--- config.mk ---
export PLATFORM = sky130hd
export DESIGN_NAME = ctmm_load_flat
export DESIGN_NICKNAME = d
export VERILOG_FILES = /design/src/rtl/ctmm_pkg.sv /design/src/rtl/ctmm_load_if.sv /design/src/rtl/ctmm_load.sv /design/src/flat_wrapper.sv
export SDC_FILE = /design/constraint.sdc
export NUM_CORES = 1
export LEC_CHECK = 0
export ABC_AREA = 1
export CAP_MARGIN = 20
export CORE_AREA = 2 2 261 263
export DETAILED_ROUTE_END_ITERATION = 6
export DIE_AREA = 0 0 263 265
export PLACE_DENSITY = 0.51
export SLEW_MARGIN = 5
export SYNTH_ARGS = -nofsm -noshare
export SYNTH_HDL_FRONTEND = slang
export SYNTH_SLANG_ARGS = --single-unit
--- constraint.sdc ---
create_clock -name clk -period 2 [get_ports clk]
set_input_delay 0.6 -clock clk [delete_from_list [all_inputs] [get_ports clk]]
set_output_delay 0.6 -clock clk [all_outputs]
set_load 0.02 [all_outputs]
--- src/rtl/ctmm_pkg.sv ---
// rtl/ctmm_pkg.sv - shared CTMM capability and fault types
package ctmm_pkg;

    // Golden Token permission bit that grants LOAD through a C-List
    localparam int unsigned GT_PERM_L = 1;

    typedef enum logic [3:0] {
        FAULT_NONE   = 4'd0,
        FAULT_PERM   = 4'd1,
        FAULT_BOUNDS = 4'd2
    } fault_type_t;

    typedef struct packed {
        logic [63:0] word0_gt;
        logic [63:0] word1_base;
        logic [63:0] word2_limit;
        logic [63:0] word3_seals;
    } capability_reg_t;

endpackage

--- src/rtl/ctmm_load_if.sv ---
// rtl/ctmm_load_if.sv - LOAD command, register file and memory port bundle
interface ctmm_load_if;
    import ctmm_pkg::*;

    logic            load_start;
    logic [3:0]      cr_src;
    logic [3:0]      cr_dst;
    logic [7:0]      index;
    logic            load_busy;
    logic            load_complete;
    logic            load_fault;
    fault_type_t     fault_type;
    logic [3:0]      cr_rd_addr;
    capability_reg_t cr_rd_data;
    logic [3:0]      cr_wr_addr;
    capability_reg_t cr_wr_data;
    logic            cr_wr_en;
    logic [63:0]     mem_rd_addr;
    logic            mem_rd_en;
    logic [63:0]     mem_rd_data;
    logic            mem_rd_valid;

    modport master (
        output load_start, cr_src, cr_dst, index, cr_rd_data, mem_rd_data, mem_rd_valid,
        input  load_busy, load_complete, load_fault, fault_type, cr_rd_addr,
               cr_wr_addr, cr_wr_data, cr_wr_en, mem_rd_addr, mem_rd_en
    );

    modport slave (
        input  load_start, cr_src, cr_dst, index, cr_rd_data, mem_rd_data, mem_rd_valid,
        output load_busy, load_complete, load_fault, fault_type, cr_rd_addr,
               cr_wr_addr, cr_wr_data, cr_wr_en, mem_rd_addr, mem_rd_en
    );
endinterface

--- src/rtl/ctmm_load.sv ---
// rtl/ctmm_load.sv - LOAD CRd, CRs[Index]: checked Golden Token fetch into a capability register
module ctmm_load (
    input  logic       clk,
    input  logic       rst_n,
    ctmm_load_if.slave bus
);
    import ctmm_pkg::*;

    typedef enum logic [2:0] {
        IDLE       = 3'd0,
        CHECK_READ = 3'd1,
        LATCH_SRC  = 3'd2,
        CHECK_PERM = 3'd3,
        MEM_WAIT   = 3'd4,
        WRITE_CR   = 3'd5
    } state_t;

    state_t      state;
    logic [3:0]  src_q;
    logic [3:0]  dst_q;
    logic [7:0]  index_q;
    logic        src_perm_l;
    logic [63:0] src_base;
    logic [31:0] src_limit;
    logic [64:0] addr_sum;

    // 65-bit so a slot address wrapping past the top of memory shows up as a carry
    assign addr_sum  = {1'b0, src_base} + {1'b0, 53'b0, index_q, 3'b0};
    assign bus.load_busy = (state != IDLE);

    // Read address goes out in the start cycle so data is ready for LATCH_SRC
    always_comb begin
        bus.cr_rd_addr = 4'd0;
        if (state == IDLE && bus.load_start) begin
            bus.cr_rd_addr = bus.cr_src;
        end else if (state == CHECK_READ) begin
            bus.cr_rd_addr = src_q;
        end
    end

    // Control FSM with registered outputs
    always_ff @(posedge clk or negedge rst_n) begin
        if (!rst_n) begin
            state             <= IDLE;
            src_q             <= 4'd0;
            dst_q             <= 4'd0;
            index_q           <= 8'd0;
            src_perm_l        <= 1'b0;
            src_base          <= 64'd0;
            src_limit         <= 32'd0;
            bus.load_complete <= 1'b0;
            bus.load_fault    <= 1'b0;
            bus.fault_type    <= FAULT_NONE;
            bus.cr_wr_addr    <= 4'd0;
            bus.cr_wr_data    <= '0;
            bus.cr_wr_en      <= 1'b0;
            bus.mem_rd_addr   <= 64'd0;
            bus.mem_rd_en     <= 1'b0;
        end else begin
            bus.load_complete <= 1'b0;
            bus.cr_wr_en      <= 1'b0;
            bus.cr_wr_addr    <= 4'd0;
            bus.cr_wr_data    <= '0;
            case (state)
                IDLE: begin
                    if (bus.load_start) begin
                        src_q          <= bus.cr_src;
                        dst_q          <= bus.cr_dst;
                        index_q        <= bus.index;
                        bus.load_fault <= 1'b0;
                        bus.fault_type <= FAULT_NONE;
                        state          <= CHECK_READ;
                    end
                end
                CHECK_READ: begin
                    if (src_q > 4'd6) begin
                        bus.load_fault <= 1'b1;
                        bus.fault_type <= FAULT_PERM;
                        state          <= IDLE;
                    end else begin
                        state <= LATCH_SRC;
                    end
                end
                LATCH_SRC: begin
                    src_perm_l <= bus.cr_rd_data.word0_gt[GT_PERM_L];
                    src_base   <= bus.cr_rd_data.word1_base;
                    src_limit  <= bus.cr_rd_data.word2_limit[31:0];
                    state      <= CHECK_PERM;
                end
                CHECK_PERM: begin
                    if (!src_perm_l) begin
                        bus.load_fault <= 1'b1;
                        bus.fault_type <= FAULT_PERM;
                        state          <= IDLE;
                    end else if ({24'b0, index_q} >= src_limit || addr_sum[64]) begin
                        bus.load_fault <= 1'b1;
                        bus.fault_type <= FAULT_BOUNDS;
                        state          <= IDLE;
                    end else begin
                        bus.mem_rd_en   <= 1'b1;
                        bus.mem_rd_addr <= addr_sum[63:0];
                        state           <= MEM_WAIT;
                    end
                end
                MEM_WAIT: begin
                    if (bus.mem_rd_valid) begin
                        bus.mem_rd_en           <= 1'b0;
                        bus.mem_rd_addr         <= 64'd0;
                        bus.cr_wr_en            <= 1'b1;
                        bus.cr_wr_addr          <= dst_q;
                        bus.cr_wr_data.word0_gt <= bus.mem_rd_data;
                        bus.load_complete       <= 1'b1;
                        state                   <= WRITE_CR;
                    end
                end
                WRITE_CR: begin
                    state <= IDLE;
                end
                default: begin
                    state <= IDLE;
                end
            endcase
        end
    end
endmodule

--- src/flat_wrapper.sv ---
// flat-port wrapper written by rule: the top's interface ports become plain ports
module ctmm_load_flat import ctmm_pkg::*;
  (clk, rst_n, bus_load_start, bus_cr_src, bus_cr_dst, bus_index, bus_cr_rd_data, bus_mem_rd_data, bus_mem_rd_valid, bus_load_busy, bus_load_complete, bus_load_fault, bus_fault_type, bus_cr_rd_addr, bus_cr_wr_addr, bus_cr_wr_data, bus_cr_wr_en, bus_mem_rd_addr, bus_mem_rd_en);
  ctmm_load_if bus_i ();
  input  logic clk;
  input  logic rst_n;
  input wire logic [$bits(bus_i.load_start)-1:0] bus_load_start;
  input wire logic [$bits(bus_i.cr_src)-1:0] bus_cr_src;
  input wire logic [$bits(bus_i.cr_dst)-1:0] bus_cr_dst;
  input wire logic [$bits(bus_i.index)-1:0] bus_index;
  input wire logic [$bits(bus_i.cr_rd_data)-1:0] bus_cr_rd_data;
  input wire logic [$bits(bus_i.mem_rd_data)-1:0] bus_mem_rd_data;
  input wire logic [$bits(bus_i.mem_rd_valid)-1:0] bus_mem_rd_valid;
  output wire logic [$bits(bus_i.load_busy)-1:0] bus_load_busy;
  output wire logic [$bits(bus_i.load_complete)-1:0] bus_load_complete;
  output wire logic [$bits(bus_i.load_fault)-1:0] bus_load_fault;
  output wire logic [$bits(bus_i.fault_type)-1:0] bus_fault_type;
  output wire logic [$bits(bus_i.cr_rd_addr)-1:0] bus_cr_rd_addr;
  output wire logic [$bits(bus_i.cr_wr_addr)-1:0] bus_cr_wr_addr;
  output wire logic [$bits(bus_i.cr_wr_data)-1:0] bus_cr_wr_data;
  output wire logic [$bits(bus_i.cr_wr_en)-1:0] bus_cr_wr_en;
  output wire logic [$bits(bus_i.mem_rd_addr)-1:0] bus_mem_rd_addr;
  output wire logic [$bits(bus_i.mem_rd_en)-1:0] bus_mem_rd_en;
  assign bus_i.load_start = bus_load_start;
  assign bus_i.cr_src = bus_cr_src;
  assign bus_i.cr_dst = bus_cr_dst;
  assign bus_i.index = bus_index;
  assign bus_i.cr_rd_data = bus_cr_rd_data;
  assign bus_i.mem_rd_data = bus_mem_rd_data;
  assign bus_i.mem_rd_valid = bus_mem_rd_valid;
  assign bus_load_busy = bus_i.load_busy;
  assign bus_load_complete = bus_i.load_complete;
  assign bus_load_fault = bus_i.load_fault;
  assign bus_fault_type = bus_i.fault_type;
  assign bus_cr_rd_addr = bus_i.cr_rd_addr;
  assign bus_cr_wr_addr = bus_i.cr_wr_addr;
  assign bus_cr_wr_data = bus_i.cr_wr_data;
  assign bus_cr_wr_en = bus_i.cr_wr_en;
  assign bus_mem_rd_addr = bus_i.mem_rd_addr;
  assign bus_mem_rd_en = bus_i.mem_rd_en;
  ctmm_load u_core (.clk(clk), .rst_n(rst_n), .bus(bus_i));
endmodule
* Word-level counts from Yosys, hierarchy flattened
Index checks and enable logic that the tools add are counted.
Operators by class: $lt $le $gt $ge 2, $add $sub $neg 1, reductions and logical operators 10, eq/ne operators 10, multiplexer cells 32
Operators with widths (number):
- 2-to-1 mux 64 bit | 5
- one-hot mux 64 bit (2 select lines) | 1
- adder 64 x 11 -> 65 bit | 1
- >= comparator 8 x 32 -> 1 bit | 1
- 2-to-1 mux 4 bit | 8
- one-hot mux 3 bit (5 select lines) | 1
- 2-to-1 mux 3 bit | 4
- one-hot mux 4 bit (3 select lines) | 1
- 2-to-1 mux 1 bit | 9
- != test 2 bit, second input constant | 4
- AND reduction 4 bit | 2
- equality test 3 x 2 -> 1 bit, second input constant | 2
- nonzero test 3 bit | 2
- greater-than comparator 4 x 3 -> 1 bit, second input constant | 1
- AND reduction 2 bit | 2
- equality test 3 x 1 -> 1 bit, second input constant | 1
- equality test 3 bit, second input constant | 1
- logical NOT 3 bit | 1
- != test 3 bit, second input constant | 1
- one-hot mux 1 bit (3 select lines) | 1
- 2-to-1 mux 2 bit | 1
- != test 2 x 1 -> 1 bit, second input constant | 1
- one-hot mux 1 bit (2 select lines) | 1
- nonzero test 2 bit | 1
- 2 further kinds | 2
Storage, ports and cells: logic and storage cells 69, bits of input ports 340, output and inout bits 337, register bits after elaboration 255

* Longest topological paths before layout
Gate-level depths: netlist of the first run.
word-level depth 5, gate-level depth with buffers 16, mapped depth without buffers 14

* Worst setup path after synthesis of the first run
No wires, ideal clock.
path type register to output, start reg u_core.state[1], end out bus_cr_rd_addr[0], setup slack -0.119 ns, path buffers 1, stages on the path, launching flop included 9, arrival 1.519 ns, required time 1.400 ns, cell sequence dfrtp_1 -> nor2_1 -> inv_1 -> nor2_1 -> inv_1 -> nor2_1 -> clkbuf_1 -> nand2_1 -> o21ai_0
Between the ends: cells in the longest elaborated chain, start to end 3, elaborated cells between the ends (all ways) 5, those cells by class 1 x eq/ne; 2 x mux; 2 x reduce/logical
RTL lines:
- start: declaration | line ctmm_load.sv:18 | state_t state;
- start signal: assignment | line ctmm_load.sv:44 | state <= IDLE;
- start signal: assignment | line ctmm_load.sv:72 | state <= CHECK_READ;
- start signal: assignment | line ctmm_load.sv:79 | state <= IDLE;
- equality test 3 x 1 -> 1 bit or logical NOT 3 bit (tied branches) | line ctmm_load.sv:36, ctmm_load.sv:34
- 2-to-1 mux 4 bit or logical AND 1 bit (tied branches) | line ctmm_load.sv:36, ctmm_load.sv:34
- 2-to-1 mux 4 bit * | line ctmm_load.sv:34 | if (state == IDLE && bus.load_start) begin
- end: declaration | line flat_wrapper.sv:18 | output wire logic [$bits(bus_i.cr_rd_addr)-1:0] bus_cr_rd_addr;
Mark *: on every way between the ends. The rest lies on a longest branch, timed or not.

* Final worst setup path of the first run
start reg u_core.state[0], end out bus_cr_rd_addr[3]
The elaborated chain is that of the path after synthesis.

==> impl_metrics.py, run 1 <==
metrics = {
    "status": {
        "status": "complete, but fails checks",
        "violations": "setup timing",
    },
    "worst_setup_path": {
        "path_common_cell": "buf_4",
        "cp-start-kind": "flop",
        "arrival_ns": 1.79,
        "worstPathCellList": "buf_4, inv_1, nor2_2, nand2_4, buf_4, o21ai_4, buf_6",
        "path_max_fanout": 4,
        "required_ns": 1.40,
        "crit_type": "flop to output port",
        "end_kind": "output port",
        "r2r_cells": 15,
        "slowest_delay_ns": 0.34,
        "slowest_stage": "dfrtp_1",
    },
    "timing": {
        "finalCritPeriodShare_pct": 119,
        "hold_viol": 0,
        "fin_ws_ns": -0.388,
        "relSlewSlack_pct": 61.7,
        "finalClockSkew_ns": 0.0136,
        "worst_pin_slew_ns": 0.574,
        "min_period_ns": 2.39,
        "setup_viol": 74,
        "finalMaxSlewViolations": 0,
        "rsz0062_at_grt": "true",
        "fmax_ghz": 0.419,
    },
    "routing": {
        "wl_met1_um": 22400,
        "wl_met2_um": 25900,
        "dr_wl_met3_um": 3830,
        "drc": 0,
        "drt_iter0_drc": 472,
        "highest_layer": "met5",
        "num_vias": 12400,
        "wl_um": 53600,
        "wl_per_cell_um": 17.2,
        "final_antenna_net_count": 0,
        "firstDrtPassIters": 5,
        "viasPerCell": 3.97,
    },
    "yosys": {
        "async_flop_share_pct": 100,
        "synth_edf_count": 0,
        "yosysTopAreaCellShare_pct": 46.5,
        "syn_area_per_cell_um2": 8.14,
        "syn_inst": 1673,
        "yosysSeqAreaShare_pct": 46.5,
        "synth_top_cell_by_area": "dfrtp_1",
        "ys_warn_count": 0,
        "ys_ff_latch": 253,
        "synth_ff_type": "dfrtp_1",
        "netlist_area_um2": 13600,
        "synth_cell_types": 38,
        "synth.top_cells.by_area": "dfrtp_1, nand2_1, buf_4",
    },
    "pwr": {
        "p_leak_nw": 10.8,
        "vdd_ir_drop_max_uv": 662,
        "totalPowerFinal_mw": 31.4,
        "p_per_area_nw_per_um2": 1460,
    },
    "clock_tree": {
        "tritoncts": "yes",
        "path_clk_slew_ns": 0.05,
        "htree_num_levels": 2,
        "cts_sinks": 253,
        "clockBufferDepth": 3,
        "numCtsBuffers": 35,
        "insertion_delay_ns": 0.55,
        "cts-root-buf": "clkbuf_16",
    },
    "grt": {
        "grt_pass1_vias": 12600,
        "grt_max_degree": 75,
        "antenna_found_initial": 8,
        "grt_pass1_wl_um": 78900,
        "grt_usage_pct": 15.0,
        "grt_remaining_overflow": 0,
    },
    "floorplanning": {
        "die_area_um2": 69700,
        "io_pins": 677,
        "std_cell_rows": 95,
        "core_area_um2": 66800,
        "die_x_um": 263,
        "start_util_pct": 20.4,
        "die_y_um": 265,
    },
    "worst_hold_path": {
        "min_path_type": "flop to flop",
        "min_path_cells": 2,
    },
    "final_layout": {
        "drive_gt1_share_pct": 26.4,
        "regArea_um2": 6340,
        "fin_nets": 2579,
        "instances_no_fill": 3122,
        "syn_to_final_growth_pct": 58.0,
        "fillers": 7021,
        "multi_input_area_um2": 6890,
    },
    "place": {
        "numPortBuffers": 323,
        "dp_hpwl_um": 40400,
        "gp_congestion": 0.928,
        "dpl.cell_count": 3009,
    },
    "run": {
        "maxCapViolations": 0,
    },
}
-- routing by layer --
metal	global-route usage [%]	up-vias
li1	-	5988
met1	18.3	5919
met2	25.1	389
met3	4.80	79
met4	4.29	10
met5	0	-
-- placed cells by master, fill, tap and decap left out, types with 11 or more instances in the layout --
| cell | count |
|---|---|
| clkdlybuf4s50_1 | 178 |
| nand2_4 | 13 |
| nor3_1 | 13 |
| nand3_1 | 67 |
| nand4_1 | 18 |
| nand2_2 | 52 |
| ha_4 | 13 |
| nand3_4 | 18 |
| nor2_1 | 206 |
| nor2_2 | 15 |
| nand2_1 | 379 |
| buf_6 | 21 |
| dlygate4sd2_1 | 135 |
| inv_1 | 120 |
| dfrtp_1 | 244 |
| conb_1 | 194 |
| clkbuf_16 | 37 |
| nor2_4 | 11 |
| a21oi_1 | 48 |
| buf_4 | 188 |
| mux2_2 | 53 |
| nand3_2 | 68 |
| xor2_1 | 19 |
| buf_12 | 23 |
-- state kept, by name (all words and copies together), names as in the netlist, 2 cells and up --
register and flops:
u_core.src_base 64, u_core.dst_q 4, u_core.bus.mem_rd_addr 64, u_core.bus.cr_wr_addr 4
u_core.src_limit 32, u_core.state 3, u_core.src_q 4, u_core.bus.cr_wr_data 64
u_core.index_q 8, u_core.bus.fault_type 2
-- final timing paths --
kind	endpoint	slack [ns]	start
worst max register to register	u_core.bus.mem_rd_addr[62]	-0.24	u_core.index_q[3]
worst min-delay path	u_core.dst_q[3]	0.47	u_core.dst_q[3]
worst min register to register	u_core.dst_q[3]	0.47	u_core.dst_q[3]
min in group asynchronous	u_core.src_limit[28]	0.51	rst_n
max in group asynchronous	u_core.bus.cr_wr_data[252]	0.73	rst_n
worst max-delay path	bus_cr_rd_addr[3]	-0.39	u_core.state[0]
-- cell usage after synthesis (3+ instances only) --
library cell / count
buf_2: 8
nand3_1: 142
nand2_1: 444
buf_4: 196
dfrtp_1: 253
or2_2: 5
nand3_2: 10
nor2_4: 5
nand4_1: 18
inv_2: 3
o21ai_0: 19
xor2_1: 20
nor2_2: 5
o21bai_1: 3
nor3_1: 13
nor2_1: 222
inv_1: 126
ha_1: 16
a21oi_1: 51
clkbuf_1: 39
mux2_2: 53
buf_6: 4
-- timing repair --
item	in CTS	in global routing
buffers inserted	28	16
endpoints found under the setup margin	212	77
hold buffers	1	0
gates cloned	9	2
pin swaps	76	70
gates resized for setup	376	87
endpoints found under the hold margin	28	0
-- power breakdown --
part | internal (mW) | switching [mW] | leakage, nW | total (mW)
Combinational | 7.37 | 8.82 | 7.04 | 16.2
Sequential | 7.10 | 1.45 | 3.13 | 8.56
Clock | 4.07 | 2.61 | 0.587 | 6.68
-- cell families (layout without fill, tap and decap cells) --
| kind of cell | Yosys count | after routing | synth area share (%) |
|---|---|---|---|
| AND/OR/NAND/NOR | 873 | 873 | 27.0 |
| buffers and inverters | 378 | 760 | 16.1 |
| flip-flops | 253 | 253 | 46.5 |
| AO/OA/AOI/OAI | 78 | 78 | 3.03 |
| multiplexers | 53 | 53 | 4.38 |
| XOR/XNOR | 20 | 20 | 1.29 |
| adder cells (fa/ha/maj) | 17 | 17 | 1.62 |
| other | 1 | 195 | 0.0275 |
-- worst max-delay path: cells and delay by family (launching register included) --
family                 cells  cell delay [ns]
flip-flops                 1             0.34
buffers and inverters      4             0.47
AND/OR/NAND/NOR            2             0.27
AO/OA/AOI/OAI              1             0.17
-- per-stage QoR --
stage	cell area (um2)	hold WS [ns]	utilization, %	worst slack, ns	setup TNS (ns)
after floorplan	14400	0.304	-	0.0160	0
after global placement	18600	0.454	27.9	-0.927	-24.21
after detailed placement	18600	0.465	27.9	-0.872	-23.90
after CTS	21100	0.478	31.6	-0.495	-11.53
after global routing	21500	0.508	32.2	-0.497	-18.93
final	21500	0.473	32.2	-0.388	-11.99
-- area by class of cell --
class	count	share of cell area, %
antenna	1	0.0116
clock buffer	46	4.45
clock inverter	17	1.22
inverter	130	2.28
multi-input combinational	1235	32.0
sequential	253	29.5
tap	873	5.08
timing repair buffer	567	25.5
(Power assumes the default switching activity.)
==> run 2: changes to the inputs <==
--- a/config.mk
+++ b/config.mk
@@ -15,3 +15,4 @@
 export SYNTH_ARGS = -nofsm -noshare
 export SYNTH_HDL_FRONTEND = slang
 export SYNTH_SLANG_ARGS = --single-unit
+export TNS_END_PERCENT = 5
==> impl_metrics.py, run 2 (synthesis gave the netlist of run 1 again) <==
metrics = {
    "status": {
        "status": "complete, but fails checks",
        "violations": "setup timing",
    },
    "worst_setup_path": {
        "r2r-end": "u_core.bus.mem_rd_addr[11]",
        "crit_type": "input port to output port",
        "slowest_delay_ns": 0.54,
        "slowest_stage": "clkdlybuf4s50_1",
        "r2r_start": "u_core.index_q[5]",
        "worstPathCellList": "clkdlybuf4s50_1, inv_1, nor2_4, buf_6, nand2_2, o21ai_4, buf_6",
        "cp-start-kind": "input port",
        "path_max_fanout": 6,
        "r2r_cells": 16,
        "arrival_ns": 1.79,
        "required_ns": 1.40,
        "end_kind": "output port",
        "reg2reg_slack_ns": -0.26,
        "path_common_cell": "buf_6",
        "startpoint": "bus_load_start",
    },
    "floorplanning": {
        "die_y_um": 265,
        "std_cell_rows": 95,
        "die_x_um": 263,
        "start_util_pct": 20.4,
        "die_area_um2": 69700,
        "core_area_um2": 66800,
        "io_pins": 677,
    },
    "clock_tree": {
        "path_clk_slew_ns": 0.06,
        "numCtsBuffers": 35,
        "tritoncts": "yes",
        "cts-root-buf": "clkbuf_16",
        "clockBufferDepth": 3,
        "cts_sinks": 253,
        "insertion_delay_ns": 0.55,
        "htree_num_levels": 2,
    },
    "place": {
        "dp_hpwl_um": 40900,
        "dpl.cell_count": 2982,
        "numPortBuffers": 323,
        "place_ws_ns": -0.985,
        "gp_congestion": 0.910,
    },
    "worst_hold_path": {
        "hold_path_end": "u_core.bus.mem_rd_addr[0]",
        "holdCritStartpoint": "u_core.src_base[0]",
        "min_path_cells": 2,
        "min_path_type": "flop to flop",
    },
    "timing": {
        "relSlewSlack_pct": 64.3,
        "finalClockSkew_ns": 0.0317,
        "rsz0062_at_grt": "true",
        "min_period_ns": 2.39,
        "fin_ws_ns": -0.389,
        "hold_viol": 0,
        "holdWs_ns": 0.458,
        "worst_pin_slew_ns": 0.536,
        "setup_viol": 74,
        "finalCritPeriodShare_pct": 119,
        "fmax_ghz": 0.419,
        "finalMaxSlewViolations": 0,
    },
    "grt": {
        "grt_pass1_vias": 12700,
        "antenna_found_initial": 7,
        "grt_pass1_wl_um": 79200,
        "grt_usage_pct": 15.0,
        "grt_remaining_overflow": 0,
        "grt_max_degree": 70,
    },
    "routing": {
        "drc": 0,
        "num_vias": 12200,
        "viasPerCell": 3.95,
        "drt_iter0_drc": 743,
        "wl_um": 53400,
        "firstDrtPassIters": 7,
        "wl_per_cell_um": 17.3,
        "final_antenna_net_count": 0,
    },
    "final_layout": {
        "syn_to_final_growth_pct": 50.5,
        "fin_util_pct": 30.7,
        "drive_gt1_share_pct": 20.5,
        "fillers": 7188,
        "layout_commonest_cell": "nand2_1",
        "reg_top3": "u_core.bus.cr_wr_data: 64 flops, u_core.bus.mem_rd_addr: 64 flops, u_core.src_base: 64 flops",
        "instances_no_fill": 3084,
        "final_cell_mix": "nand2_1, dfrtp_1, nor2_1",
        "fin_nets": 2540,
    },
    "pwr": {
        "p_leak_nw": 10.4,
        "p_per_area_nw_per_um2": 1460,
        "vdd_ir_drop_max_uv": 734,
        "totalPowerFinal_mw": 29.9,
    },
    "run": {
        "maxCapViolations": 0,
    },
}
[run 2: cell count changes in the layout (fill, tap and decap cells not counted), sizes merged]
| cell | change |
|---|---|
| buf | -38 |
| bufbuf | +1 |
| bufinv | -1 |
| clkbuf | -2 |
| clkinv | -3 |
| dlygate4sd2 | +1 |
| inv | +4 |
[run 2: worst max-delay path by stage]
stage | endpoint | cells past startpoint
global placement | bus_cr_rd_addr[3] | 6
global route | bus_cr_rd_addr[2] | 9
CTS | bus_cr_rd_addr[2] | 9
detailed placement | bus_cr_rd_addr[0] | 7
floorplan | u_core.bus.mem_rd_addr[31] | 11
finish | bus_cr_rd_addr[0] | 7
[run 2: power by group]
part / switching (mW) / internal (mW) / total [mW] / leakage, nW
Sequential: 1.36 / 7.10 / 8.46 / 3.13
Clock: 2.54 / 4.07 / 6.61 / 0.594
Combinational: 8.30 / 6.54 / 14.8 / 6.64
Total: 12.2 / 17.7 / 29.9 / 10.4
[run 2: worst max-delay path, delay by kind of cell]
kind                   cells  cell delay (ns)
AO/OA/AOI/OAI              1             0.07
buffers and inverters      4             0.90
AND/OR/NAND/NOR            2             0.21
[run 2: routing by layer]
layer,track usage [%],up-vias,routed length (um)
li1,-,5919,-
met1,18.4,5783,22300
met2,25.5,387,25700
met3,4.94,76,4180
met4,3.55,12,1110
met5,0,-,69
[run 2: timing repair]
item | in CTS | in global routing
buffers inserted | 26 | 1
pin swaps | 54 | 11
endpoints found under the hold margin | 34 | 0
gates cloned | 9 | 0
hold buffers | 1 | 0
gates resized for setup | 271 | 28
setup endpoints to repair | 212 | 76
[run 2: through the flow]
stage	cell area (um2)	setup TNS, ns
2_1_floorplan	14400	-0.0188
3_3_place_gp	18400	-29.57
3_5_place_dp	18400	-30.04
4_1_cts	20400	-14.42
5_1_grt	20500	-21.79
6_report	20500	-14.29
[run 2: area by class of cell]
class | instances | area (um2) | share of cell area, %
sequential | 253 | 6340 | 31.0
antenna | 1 | 2.50 | 0.0122
tap | 873 | 1090 | 5.33
timing repair buffer | 528 | 5050 | 24.7
inverter | 130 | 488 | 2.38
clock buffer | 47 | 1000 | 4.89
clock inverter | 17 | 218 | 1.06
multi-input combinational | 1235 | 6290 | 30.7
==> run 3: changes to the inputs <==
--- a/config.mk
+++ b/config.mk
@@ -10,6 +10,7 @@
 export CORE_AREA = 2 2 261 263
 export DETAILED_ROUTE_END_ITERATION = 6
 export DIE_AREA = 0 0 263 265
+export HOLD_SLACK_MARGIN = 0.15
 export PLACE_DENSITY = 0.51
 export SLEW_MARGIN = 5
 export SYNTH_ARGS = -nofsm -noshare
==> results of run 3 <==
No change in the layout: final DEF, timing and power equal those of run 2.
